## config.mk

```make
export PLATFORM = sky130hd
export DESIGN_NAME = butterfly_seq
export DESIGN_NICKNAME = d
export VERILOG_FILES = /design/src/rtl/butterfly_seq.sv
export SDC_FILE = /design/constraint.sdc
export NUM_CORES = 2
export LEC_CHECK = 0
export CORE_UTILIZATION = 64
export DETAILED_ROUTE_END_ITERATION = 7
export GPL_ROUTABILITY_DRIVEN = 1
export GPL_TIMING_DRIVEN = 0
export PLACE_DENSITY = 0.8
export SLEW_MARGIN = 5
export SYNTH_ARGS = -nofsm -noshare
export SYNTH_HDL_FRONTEND = slang
export SYNTH_SLANG_ARGS = --single-unit
```

## constraint.sdc

```tcl
create_clock -name clk_MAC -period 14.2 [get_ports clk_MAC]
set_input_delay 4.26 -clock clk_MAC [delete_from_list [all_inputs] [get_ports clk_MAC]]
set_output_delay 4.26 -clock clk_MAC [all_outputs]
set_load 0.1 [all_outputs]
```

## src/rtl/butterfly_seq.sv

```systemverilog
// Radix-2 DIT butterfly with a shared pair of multipliers: X = A + W'B, Y = A - W'B.
// Five-state sequencer, round-half-up twiddle scaling, optional halving, saturation with sticky flag.
module butterfly_seq #(
    parameter int unsigned data_width = 16,
    parameter int unsigned frac_bits  = 8
) (
    input  logic                  clk_MAC,
    input  logic                  aclr,
    input  logic                  in_valid,
    output logic                  in_ready,
    input  logic                  inverse,
    input  logic                  scale,
    input  logic [data_width-1:0] A_real,
    input  logic [data_width-1:0] A_imag,
    input  logic [data_width-1:0] B_real,
    input  logic [data_width-1:0] B_imag,
    input  logic [data_width-1:0] W_real,
    input  logic [data_width-1:0] W_imag,
    output logic                  out_valid,
    input  logic                  out_ready,
    output logic [data_width-1:0] X_real,
    output logic [data_width-1:0] X_imag,
    output logic [data_width-1:0] Y_real,
    output logic [data_width-1:0] Y_imag,
    output logic                  ovf,
    input  logic                  ovf_clr
);

    localparam int unsigned DW = data_width;
    localparam int unsigned PW = 2 * DW;
    localparam int unsigned AW = PW + 1;
    localparam int unsigned SW = DW + 3;

    localparam logic signed [AW-1:0] RND_HALF = AW'(64'd1 << (frac_bits - 1));
    // P is clamped to DW+2 bits; any clamped value saturates the result anyway
    localparam logic signed [AW-1:0] P_MAX    = AW'((64'd1 << (DW + 1)) - 64'd1);
    localparam logic signed [AW-1:0] P_MIN    = ~P_MAX;
    localparam logic signed [SW-1:0] O_MAX    = SW'((64'd1 << (DW - 1)) - 64'd1);
    localparam logic signed [SW-1:0] O_MIN    = ~O_MAX;

    typedef enum logic [2:0] {IDLE, MAC0, MAC1, SUM, DONE} state_t;

    state_t state, state_d;

    logic signed [DW-1:0] a_re_q, a_im_q, b_re_q, b_im_q, w_re_q, w_im_q;
    logic                 inv_q, scale_q;
    logic signed [AW-1:0] acc_re, acc_im;

    logic                 accept;
    logic signed [DW-1:0] mul_b, mul_w0, mul_w1;
    logic signed [PW-1:0] prod0, prod1;
    logic signed [AW-1:0] rnd_re, rnd_im;
    logic signed [SW-1:0] p_re, p_im;
    logic        [DW:0]   sx_re, sx_im, sy_re, sy_im;
    logic                 sat_any;

    function automatic logic signed [SW-1:0] clamp_p(input logic signed [AW-1:0] v);
        if (v > P_MAX)      return SW'(P_MAX);
        else if (v < P_MIN) return SW'(P_MIN);
        else                return SW'(v);
    endfunction

    // Returns {saturated, value}
    function automatic logic [DW:0] scale_sat(input logic signed [SW-1:0] v, input logic half);
        logic signed [SW-1:0] t;
        t = half ? ((v + SW'(1)) >>> 1) : v;
        if (t > O_MAX)      return {1'b1, DW'(O_MAX)};
        else if (t < O_MIN) return {1'b1, DW'(O_MIN)};
        else                return {1'b0, DW'(t)};
    endfunction

    assign accept = in_valid & in_ready;

    always_comb begin
        state_d = state;
        case (state)
            IDLE:    if (accept) state_d = MAC0;
            MAC0:    state_d = MAC1;
            MAC1:    state_d = SUM;
            SUM:     state_d = DONE;
            DONE:    if (out_ready) state_d = IDLE;
            default: state_d = IDLE;
        endcase
    end

    always_ff @(posedge clk_MAC or posedge aclr) begin
        if (aclr) begin
            state     <= IDLE;
            in_ready  <= 1'b0;
            out_valid <= 1'b0;
        end else begin
            state     <= state_d;
            in_ready  <= (state_d == IDLE);
            out_valid <= (state_d == DONE);
        end
    end

    // MAC0 multiplies by B_real, MAC1 by B_imag with the twiddle halves swapped
    always_comb begin
        mul_b  = b_re_q;
        mul_w0 = w_re_q;
        mul_w1 = w_im_q;
        if (state == MAC1) begin
            mul_b  = b_im_q;
            mul_w0 = w_im_q;
            mul_w1 = w_re_q;
        end
        prod0 = PW'(mul_b) * PW'(mul_w0);
        prod1 = PW'(mul_b) * PW'(mul_w1);
    end

    always_comb begin
        rnd_re  = (acc_re + RND_HALF) >>> frac_bits;
        rnd_im  = (acc_im + RND_HALF) >>> frac_bits;
        p_re    = clamp_p(rnd_re);
        p_im    = clamp_p(rnd_im);
        sx_re   = scale_sat(SW'(a_re_q) + p_re, scale_q);
        sx_im   = scale_sat(SW'(a_im_q) + p_im, scale_q);
        sy_re   = scale_sat(SW'(a_re_q) - p_re, scale_q);
        sy_im   = scale_sat(SW'(a_im_q) - p_im, scale_q);
        sat_any = sx_re[DW] | sx_im[DW] | sy_re[DW] | sy_im[DW];
    end

    always_ff @(posedge clk_MAC or posedge aclr) begin
        if (aclr) begin
            a_re_q  <= '0;
            a_im_q  <= '0;
            b_re_q  <= '0;
            b_im_q  <= '0;
            w_re_q  <= '0;
            w_im_q  <= '0;
            inv_q   <= 1'b0;
            scale_q <= 1'b0;
            acc_re  <= '0;
            acc_im  <= '0;
            X_real  <= '0;
            X_imag  <= '0;
            Y_real  <= '0;
            Y_imag  <= '0;
            ovf     <= 1'b0;
        end else begin
            if (accept) begin
                a_re_q  <= A_real;
                a_im_q  <= A_imag;
                b_re_q  <= B_real;
                b_im_q  <= B_imag;
                w_re_q  <= W_real;
                w_im_q  <= W_imag;
                inv_q   <= inverse;
                scale_q <= scale;
            end
            // Conjugation folded into the sign of every W_imag product
            case (state)
                MAC0: begin
                    acc_re <= AW'(prod0);
                    acc_im <= inv_q ? -AW'(prod1) : AW'(prod1);
                end
                MAC1: begin
                    acc_re <= inv_q ? (acc_re + AW'(prod0)) : (acc_re - AW'(prod0));
                    acc_im <= acc_im + AW'(prod1);
                end
                SUM: begin
                    X_real <= sx_re[DW-1:0];
                    X_imag <= sx_im[DW-1:0];
                    Y_real <= sy_re[DW-1:0];
                    Y_imag <= sy_im[DW-1:0];
                end
                default: ;
            endcase
            ovf <= ((state == SUM) & sat_any) | (ovf & ~ovf_clr);
        end
    end

endmodule

```

==> flow_summary.toml <==
[finish]
syn_to_final_growth_pct = 9.05
drive_gt1_frac = 0.0441
final_nets = 6189

[route]
viasPerCell = 6.13
ant_nets = 0
vias = 37500
drt-pass1-iter-count = 8
wl_um = 130000
wl_per_cell_um = 21.2
drtIter0Drc = 3436
drc_errors = 0

[placement]
io_buffers = 169
dp_hpwl_um = 106000
gp_congestion = 0.997

[setup_path]
crit_path_max_incr_delay_ns = 0.94
critPathMaxFanout = 10
crit_family = "adder cells"
timing.critical_path.buf_inv = 8
cp.required_ns = 14.64
cp_data_arrival_time_ns = 13.71
crit_slowest_cell = "nor4b_1"
worstSetupPathType = "reg -> reg"
path_common_cell = "fa_1"
crit_path_end_kind = "flip-flop"
start_kind = "flip-flop"

[yosys]
yosys_warnings = 0
synth-main-ff-cell = "dfrtp_1"
syn-mean-instance-area_um2 = 8.27
async_reset_ff_frac = 1.00
synth_commonest_cells = "nand2_1, inv_1, fa_1"
synth_area_leaders = "fa_1, dfrtp_1, ha_1"
yosysTopAreaCell = "fa_1"
yosysUniqueCellTypes = 98
mappedNetlistArea_um2 = 41700
synthCells = 5039
ys_ff_latch = 234
synth_most_common_cell = "nand2_1"
synthDominantCellAreaShare = 0.255
synth_edf_count = 0
synthesis.nets = 5985
seq_area_frac_synth = 0.141

[timing]
rsz0062_at_grt = "no"
fin_skew_ns = 0.0303
fin_crit_sh = 0.934
finalSetupViolCount = 0
hold_viol_final = 0
tns_ns = 0
post-route-min-period_ns = 13.27
tightest_slew_ns = 1.30
fmax_ghz = 0.0754
relSlewSlack = 0.110
finalMaxSlewViolations = 0

[global_routing]
overflow = 0
antenna_found_initial = 5
grt_pass1_vias = 37400
grt_pass1_wl_um = 204000
grt_max_degree = 103
groute.usage.overall = 0.396

[flow_run]
max_cap_viol_count = 0

[floorplanning]
core_area_um2 = 64300
die_w_um = 257
die_y_um = 257
dieArea_um2 = 66100
initial_core_util = 0.647
rows = 93
io_pins = 170

[cts]
clk_pin_slew_ns = 0.06
hold_buffers = 0
cts_setup_buffers = 0
cts_resized = 0
cts_tree = "yes"
htree_levels = 1
cts_made_buffers = 29
worstSkewPairLatency_ns = 0.61
cts_sinks = 234
clock-root-buffer = "clkbuf_16"
clockBufferDepth = 3

[status]
outcome = "finished, final reports clean"

[min_path]
hold_class = "reg -> reg"
-- per-stage QoR --
step           area [um^2]  utilization  worst slack [ns]  hold slack, ns  std cells
6_report             45400        0.706             0.931           0.476       6121
3_3_place_gp         44400        0.690             0.270           0.462       6063
4_1_cts              45400        0.706              1.34           0.484       6117
2_1_floorplan        41700            -              3.52           0.456       5039
5_1_grt              45400        0.706             0.279           0.506       6118
3_5_place_dp         44500        0.691              1.35           0.470       6066
-- worst reg2reg max path, delay by kind of cell (launching register included) --
family          cells  cell delay (ns)
simple gates        9             2.98
fa+ha+maj           8             3.59
xor+xnor            3             0.60
buf+inv             8             2.94
flops               1             0.44
compound gates     11             2.59
-- registers in the layout, summed over array words and instances, names as in the netlist --
name	flops
a_im_q	16
b_im_q	16
w_im_q	16
a_re_q	16
acc_im	33
inv_q	1
state	3
in_ready	1
out_valid	1
X_imag	16
Y_imag	16
Y_real	16
scale_q	1
X_real	16
b_re_q	16
w_re_q	16
acc_re	33
ovf	1
-- kinds of logic after synthesis --
group,Yosys count,synth area share
buf+inv,879,0.0801
xor+xnor,282,0.0596
simple gates,1626,0.176
fa+ha+maj,844,0.349
compound gates,1015,0.153
mux,159,0.0414
flops,234,0.141
-- final cells by class --
cell class              instances  area (um^2)
fillers                      5364        18900
diodes                          3         7.51
clock inverters                18          159
inverters                     666         2510
plain buffers                 213          838
repair buffers                173         1760
well taps                     855         1070
multi-input cells            3926        32500
clock buffers                  33          761
flip-flops and latches        234         5860
-- routing by layer --
layer  track usage  up-vias  part of all wire
met5             0        -           0.00040
met4         0.198        8             0.058
met3        0.0781      413             0.093
met2         0.655     1823              0.46
met1         0.495    18200              0.38
li1              -    17100                 -
-- worst paths after layout --
kind	to	cells after the start	from	slack (ns)
min	Y_imag[3]$_DFFE_PP0P_	2	Y_imag[3]$_DFFE_PP0P_	0.48
max in group asynchronous	b_im_q[8]$_DFFE_PP0P_	4	aclr	8.81
max reg2reg	acc_re[32]$_DFFE_PP0P_	39	state[0]$_DFF_PP0_	0.93
min in group asynchronous	Y_real[7]$_DFFE_PP0P_	2	aclr	4.05
max	acc_re[32]$_DFFE_PP0P_	39	state[0]$_DFF_PP0_	0.93
min reg2reg	Y_imag[3]$_DFFE_PP0P_	2	Y_imag[3]$_DFFE_PP0P_	0.48
-- cells in the final DEF, fill, tap and decap left out, types with 23 or more instances in the layout --
| cell | Yosys | layout |
|---|---|---|
| a211oi_1 | 25 | 25 |
| a21o_1 | 77 | 77 |
| a21oi_1 | 284 | 284 |
| a31oi_1 | 37 | 37 |
| and2_1 | 40 | 40 |
| and3_1 | 34 | 34 |
| buf_1 | 24 | 24 |
| clkbuf_1 | 175 | 177 |
| clkbuf_16 | 0 | 29 |
| clkdlybuf4s50_1 | 0 | 169 |
| dfrtp_1 | 234 | 234 |
| fa_1 | 530 | 530 |
| ha_1 | 313 | 313 |
| inv_1 | 665 | 664 |
| mux2_2 | 102 | 102 |
| mux2i_1 | 56 | 55 |
| nand2_1 | 681 | 681 |
| nand2b_1 | 37 | 37 |
| nand3_1 | 68 | 68 |
| nand4_1 | 27 | 27 |
| nor2_1 | 472 | 472 |
| nor2b_1 | 32 | 32 |
| nor3_1 | 70 | 70 |
| o211ai_1 | 26 | 26 |
| o21a_1 | 25 | 25 |
| o21ai_0 | 293 | 293 |
| o21bai_1 | 23 | 23 |
| o31ai_1 | 31 | 31 |
| or2_2 | 27 | 27 |
| or3_1 | 29 | 29 |
| xnor2_1 | 180 | 180 |
| xor2_1 | 101 | 101 |
Power is left out: the tool's default activity adds up to more than one toggle a clock period on the data nets, which glitch-free logic cannot reach.
